===== config.mk =====
export PLATFORM = sky130hd
export DESIGN_NAME = alu_exec_unit
export DESIGN_NICKNAME = d
export VERILOG_FILES = /design/src/rtl/alu_exec_unit.sv
export SDC_FILE = /design/constraint.sdc
export NUM_CORES = 2
export LEC_CHECK = 0
export CORE_MARGIN = 5
export CORE_UTILIZATION = 35
export DETAILED_ROUTE_END_ITERATION = 6
export HOLD_SLACK_MARGIN = 0.1
export PLACE_DENSITY_LB_ADDON = 0.25
export SETUP_SLACK_MARGIN = 0.1
export SLEW_MARGIN = 20
export SYNTH_ARGS = -nofsm -noshare
export SYNTH_HDL_FRONTEND = slang
export SYNTH_SLANG_ARGS = --single-unit

===== constraint.sdc =====
create_clock -name CLK -period 97.8 [get_ports CLK]
set_input_delay 19.56 -clock CLK [delete_from_list [all_inputs] [get_ports CLK]]
set_output_delay 19.56 -clock CLK [all_outputs]
set_load 0.1 [all_outputs]

===== src/rtl/alu_exec_unit.sv =====
// Execute unit: NREGS x WIDTH register file fused with an 8-op ALU behind a valid/ready handshake.
// Single-cycle ops retire on the accept edge; MUL iterates WIDTH shift-add steps before writeback.
module alu_exec_unit #(
  parameter int unsigned WIDTH    = 32,
  parameter int unsigned NREGS    = 32,
  parameter int unsigned ZERO_REG = 1
) (
  input  logic                       CLK,
  input  logic                       RST,
  input  logic                       IN_VALID,
  output logic                       IN_READY,
  input  logic [2:0]                 OP,
  input  logic [$clog2(NREGS)-1:0]   RS1,
  input  logic [$clog2(NREGS)-1:0]   RS2,
  input  logic                       IMM_EN,
  input  logic [WIDTH-1:0]           IMM,
  input  logic [$clog2(NREGS)-1:0]   RD,
  output logic                       OUT_VALID,
  output logic [$clog2(NREGS)-1:0]   OUT_RD,
  output logic [WIDTH-1:0]           OUT_Y,
  output logic                       BUSY,
  input  logic [$clog2(NREGS)-1:0]   DBG_A,
  output logic [WIDTH-1:0]           DBG_RD
);
  localparam int unsigned AW = $clog2(NREGS);
  localparam int unsigned SW = $clog2(WIDTH);
  localparam logic [SW-1:0] CNT_LAST = SW'(WIDTH - 1);

  typedef enum logic {S_IDLE, S_MUL} state_e;

  state_e           state_q, state_d;
  logic [WIDTH-1:0] regs_q [NREGS];
  logic [WIDTH-1:0] mul_a_q, mul_a_d;
  logic [WIDTH-1:0] mul_b_q, mul_b_d;
  logic [WIDTH-1:0] acc_q, acc_d;
  logic [SW-1:0]    cnt_q, cnt_d;
  logic [AW-1:0]    mul_rd_q, mul_rd_d;
  logic             out_valid_q, out_valid_d;
  logic [AW-1:0]    out_rd_q, out_rd_d;
  logic [WIDTH-1:0] out_y_q, out_y_d;

  logic [WIDTH-1:0] op_a, op_b, alu_y, acc_step;
  logic [SW-1:0]    shamt;
  logic             accept;
  logic             wr_en;
  logic [AW-1:0]    wr_addr;
  logic [WIDTH-1:0] wr_data;

  function automatic logic [WIDTH-1:0] read_reg(input logic [AW-1:0] addr);
    if (ZERO_REG != 0 && addr == '0) return '0;
    return regs_q[addr];
  endfunction

  always_comb begin
    IN_READY  = (state_q == S_IDLE) && !RST;
    BUSY      = (state_q == S_MUL);
    OUT_VALID = out_valid_q;
    OUT_RD    = out_rd_q;
    OUT_Y     = out_y_q;
    DBG_RD    = read_reg(DBG_A);
    accept    = IN_VALID && IN_READY;
    op_a      = read_reg(RS1);
    op_b      = IMM_EN ? IMM : read_reg(RS2);
    shamt     = op_b[SW-1:0];
  end

  always_comb begin
    alu_y = '0;
    case (OP)
      3'b000: alu_y = op_a + op_b;
      3'b001: alu_y = op_a - op_b;
      3'b010: alu_y = op_a << shamt;
      3'b011: alu_y = op_a >> shamt;
      3'b100: alu_y = $signed(op_a) >>> shamt;
      3'b101: alu_y = op_a & op_b;
      3'b110: alu_y = op_a ^ op_b;
      default: alu_y = '0;
    endcase
  end

  // One multiplier bit per cycle; the final step's sum is written back directly.
  always_comb begin
    acc_step = acc_q + (mul_b_q[cnt_q] ? (mul_a_q << cnt_q) : '0);
  end

  always_comb begin
    state_d     = state_q;
    mul_a_d     = mul_a_q;
    mul_b_d     = mul_b_q;
    acc_d       = acc_q;
    cnt_d       = cnt_q;
    mul_rd_d    = mul_rd_q;
    out_valid_d = 1'b0;
    out_rd_d    = out_rd_q;
    out_y_d     = out_y_q;
    wr_en       = 1'b0;
    wr_addr     = RD;
    wr_data     = alu_y;
    case (state_q)
      S_IDLE: begin
        if (accept) begin
          if (OP == 3'b111) begin
            state_d  = S_MUL;
            mul_a_d  = op_a;
            mul_b_d  = op_b;
            mul_rd_d = RD;
            cnt_d    = '0;
            acc_d    = '0;
          end else begin
            wr_en       = 1'b1;
            out_valid_d = 1'b1;
            out_rd_d    = RD;
            out_y_d     = alu_y;
          end
        end
      end
      S_MUL: begin
        acc_d = acc_step;
        cnt_d = cnt_q + 1'b1;
        if (cnt_q == CNT_LAST) begin
          state_d     = S_IDLE;
          wr_en       = 1'b1;
          wr_addr     = mul_rd_q;
          wr_data     = acc_step;
          out_valid_d = 1'b1;
          out_rd_d    = mul_rd_q;
          out_y_d     = acc_step;
        end
      end
      default: state_d = S_IDLE;
    endcase
  end

  always_ff @(posedge CLK or posedge RST) begin
    if (RST) begin
      state_q     <= S_IDLE;
      mul_a_q     <= '0;
      mul_b_q     <= '0;
      acc_q       <= '0;
      cnt_q       <= '0;
      mul_rd_q    <= '0;
      out_valid_q <= 1'b0;
      out_rd_q    <= '0;
      out_y_q     <= '0;
    end else begin
      state_q     <= state_d;
      mul_a_q     <= mul_a_d;
      mul_b_q     <= mul_b_d;
      acc_q       <= acc_d;
      cnt_q       <= cnt_d;
      mul_rd_q    <= mul_rd_d;
      out_valid_q <= out_valid_d;
      out_rd_q    <= out_rd_d;
      out_y_q     <= out_y_d;
    end
  end

  always_ff @(posedge CLK or posedge RST) begin
    if (RST) begin
      for (int unsigned i = 0; i < NREGS; i++) regs_q[i] <= '0;
    end else if (wr_en && !(ZERO_REG != 0 && wr_addr == '0)) begin
      regs_q[wr_addr] <= wr_data;
    end
  end
endmodule

==> impl_metrics.py <==
metrics = {
    "drt": {
        "drt_pre_antenna_iters": 7,
        "num_vias": 70277,
        "via_per_inst": 6.754,
        "drtAntennaViolNets": 0,
        "dr.first_iter.drc_count": 10398,
        "wl_um": 381100,
        "wl_per_cell_um": 36.62,
        "drc": 6,
    },
    "cells_and_area": {
        "final_nets": 7302,
        "seq_area_um2": 29260,
        "stdcell_count": 10406,
        "fillers": 22312,
        "multi_input_area_um2": 49160,
        "area_growth_syn_to_layout_pct": 11.17,
        "drive_gt1_frac": 0.2652,
        "layout_commonest_cell": "dfrtp_1",
        "final_cell_mix": "dfrtp_1 (1166), mux4_2 (772), nand2_1 (609)",
    },
    "place": {
        "hpwl_um": 251700,
        "portBuffers": 130,
        "dp_cells": 10131,
        "gp_congestion": 1.011,
    },
    "timing": {
        "tightest_slew_ns": 1.349,
        "finalSetupViolations": 0,
        "finClkSkew_ns": 0.05502,
        "final.setup.tns_ns": 0,
        "min_period_ns": 43.98,
        "max_freq_mhz": 22.74,
        "relSlewSlack": 0.09755,
        "drv_slew": 0,
        "fin_crit_sh": 0.4497,
        "rsz0062_at_grt": "no",
        "final-hold-violation-count": 0,
    },
    "floorplan": {
        "core_um2": 232800,
        "die_h_um": 493.6,
        "die_w_um": 493.6,
        "initial_core_util": 0.3516,
        "die_area_um2": 243600,
        "rows": 177,
        "ios": 131,
    },
    "synth": {
        "synth_area_per_cell_um2": 11.13,
        "synth_edf_count": 0,
        "synthDistinctLibCells": 120,
        "synth-main-ff-cell": "dfrtp_1",
        "netlist_instances": 7353,
        "synth_top_area_frac": 0.3574,
        "synth_seq_cells": 1169,
        "synth_fp_nets": 7511,
        "postSynth.asyncResetShare": 1.000,
        "synth_seq_area_share": 0.3574,
        "ys_top_cells_by_area": "dfrtp_1 (36%), mux4_2 (21%), mux2_2 (6.1%)",
        "synth_area_um2": 81840,
        "synth_area_leader_cell": "dfrtp_1",
        "yosys_warnings": 0,
    },
    "cts": {
        "clockRootBuffer": "clkbuf_16",
        "clockBufferDepth": 3,
        "postCtsSetupBuffers": 0,
        "ctsResizeCount": 0,
        "hold_buffers": 0,
        "clkTransAtPathRegs_ns": 0.06,
        "htreeDepth": 4,
        "worst_skew_pair.late_latency_ns": 0.84,
        "cts_tree": "yes",
        "cts_inserted_buffers": 138,
        "clock-sinks": 1169,
    },
    "job": {
        "max_cap_violations": 0,
    },
    "critical_path": {
        "crit_path_start_kind": "input port",
        "cpPeakStageDelay_ns": 1.05,
        "path_class": "input port to primary output",
        "worstPathArrival_ns": 24.42,
        "critPathRequiredTime_ns": 78.24,
        "cp_max_fo": 73,
        "cp-end-kind": "primary output",
        "cp_slowest_cell": "clkdlybuf4s50_1",
        "cp_cell_sequence": "buf_8, buf_4, buf_4, mux4_2, mux4_2, mux2i_1, nor2_1, clkdlybuf4s50_1",
    },
    "power_and_ir_drop": {
        "internal_power_mw": 1.163,
        "switching_power_mw": 0.7633,
        "power.leakage_nw": 36.29,
        "p_comb_frac": 0.373,
        "irDropWorstVdd_mv": 0.02618,
        "totalPowerFinal_mw": 1.926,
        "p_per_area_nw_per_um2": 21.17,
        "p_sw_frac": 0.3963,
        "clkPwrFrac": 0.286,
        "seqPwrFrac": 0.341,
    },
    "global_routing": {
        "grt.overflow.total": 0,
        "grt_pass1_vias": 67184,
        "grt_max_degree": 151,
        "grt_pass1_wl_um": 533400,
        "antenna_found_initial": 23,
        "track_usage": 0.3048,
    },
    "run_status": {
        "violations": "design-rule violations",
        "outcome": "finished, violations left",
    },
    "worst_hold_path": {
        "hp-class": "register to register",
    },
}
## per-stage QoR
stage	cell area, um2	hold WS, ns	setup WS [ns]	utilization
2_1_floorplan	81840	0.4413	45.29	-
3_3_place_gp	86030	0.3848	53.77	0.3696
3_5_place_dp	86040	0.3882	53.67	0.3697
4_1_cts	90820	0.4007	53.67	0.3902
5_1_grt	90940	0.4203	53.46	0.3907
6_report	90980	0.4030	53.82	0.3909
## cell families after synthesis
logic type	after synthesis	share of synthesized area
AOI/OAI and AO/OA	1817	0.1473
DFF	1169	0.3574
muxes	1651	0.3273
buffers and inverters	823	0.05025
xor gates and xnor gates	73	0.007812
adders and majority gates	99	0.01532
and+or+nand+nor	1721	0.09466
## power by group through the flow
stage               Combinational, mW  Clock, mW  Sequential (mW)
finish                          0.718      0.551            0.657
global route                    0.755      0.577            0.666
CTS                             0.702      0.556            0.652
detailed placement              0.699          0            0.660
global placement                0.692          0            0.658
floorplan                       0.451          0            0.685
## state kept, by name, summed over array words and instances (netlist names)
name       count
regs_q      1024
OUT_Y         32
acc_q         32
mul_a_q       32
mul_b_q       32
OUT_RD         5
cnt_q          5
mul_rd_q       5
BUSY           1
OUT_VALID      1
## area by class of cell
| type | count | share of cell area |
|---|---|---|
| diodes | 22 | 0.0006051 |
| clock buffers | 192 | 0.04381 |
| clock inverters | 56 | 0.008705 |
| inverters | 63 | 0.002682 |
| multi-input cells | 5361 | 0.5403 |
| flip-flops and latches | 1169 | 0.3216 |
| well taps | 3132 | 0.04307 |
| repair buffers | 411 | 0.03929 |
## Yosys cell counts, types with 25 or more instances
library cell	number
a22oi_1	96
mux2i_1	423
o21ai_1	156
nand2b_1	28
nor2_1	596
a21oi_1	292
a211oi_1	52
mux2_2	446
a22o_1	69
nand3_1	91
dfrtp_1	1169
a211o_1	37
nand2_1	614
buf_2	106
a21o_1	35
o221ai_1	110
a31oi_1	240
mux4_2	772
o22ai_1	62
and2_1	46
nor3_1	67
nor2b_1	30
buf_4	51
buf_6	64
ha_1	97
o21a_1	25
nand4_1	30
o21ai_0	390
clkbuf_1	471
buf_1	45
inv_1	53
or3_1	30
xnor2_1	53
and3_1	94
## routing by layer
| layer | routed length, um | GRT usage | vias to the layer above | share of wire |
|---|---|---|---|---|
| met5 | 33 | 0 | - | 0.000087 |
| met4 | 28970 | 0.1907 | 6 | 0.076 |
| met3 | 50910 | 0.1147 | 1221 | 0.13 |
| met2 | 159200 | 0.4326 | 5042 | 0.42 |
| met1 | 142000 | 0.3919 | 36014 | 0.37 |
| li1 | - | - | 27994 | - |
## critical path, delay by kind of cell
family                 cells  cell delay [ns]
and+or+nand+nor            1             0.17
buffers and inverters      4             3.18
muxes                      3             1.39
## path summary, 6_finish.rpt
kind | startpoint | to | slack [ns] | cells after the start
worst max-delay path | DBG_A[0] | DBG_RD[13] | 53.82 | 8
worst min-delay path | regs_q[1002] | regs_q[1002] | 0.40 | 0
max in group asynchronous | RST | regs_q[305] | 74.55 | 6
worst min register to register | regs_q[1002] | regs_q[1002] | 0.40 | 0
min in group asynchronous | RST | OUT_Y[9] | 19.25 | 2
worst max register to register | regs_q[1] | regs_q[383] | 89.56 | 26
No activity file was read; power rests on OpenSTA's default activity.
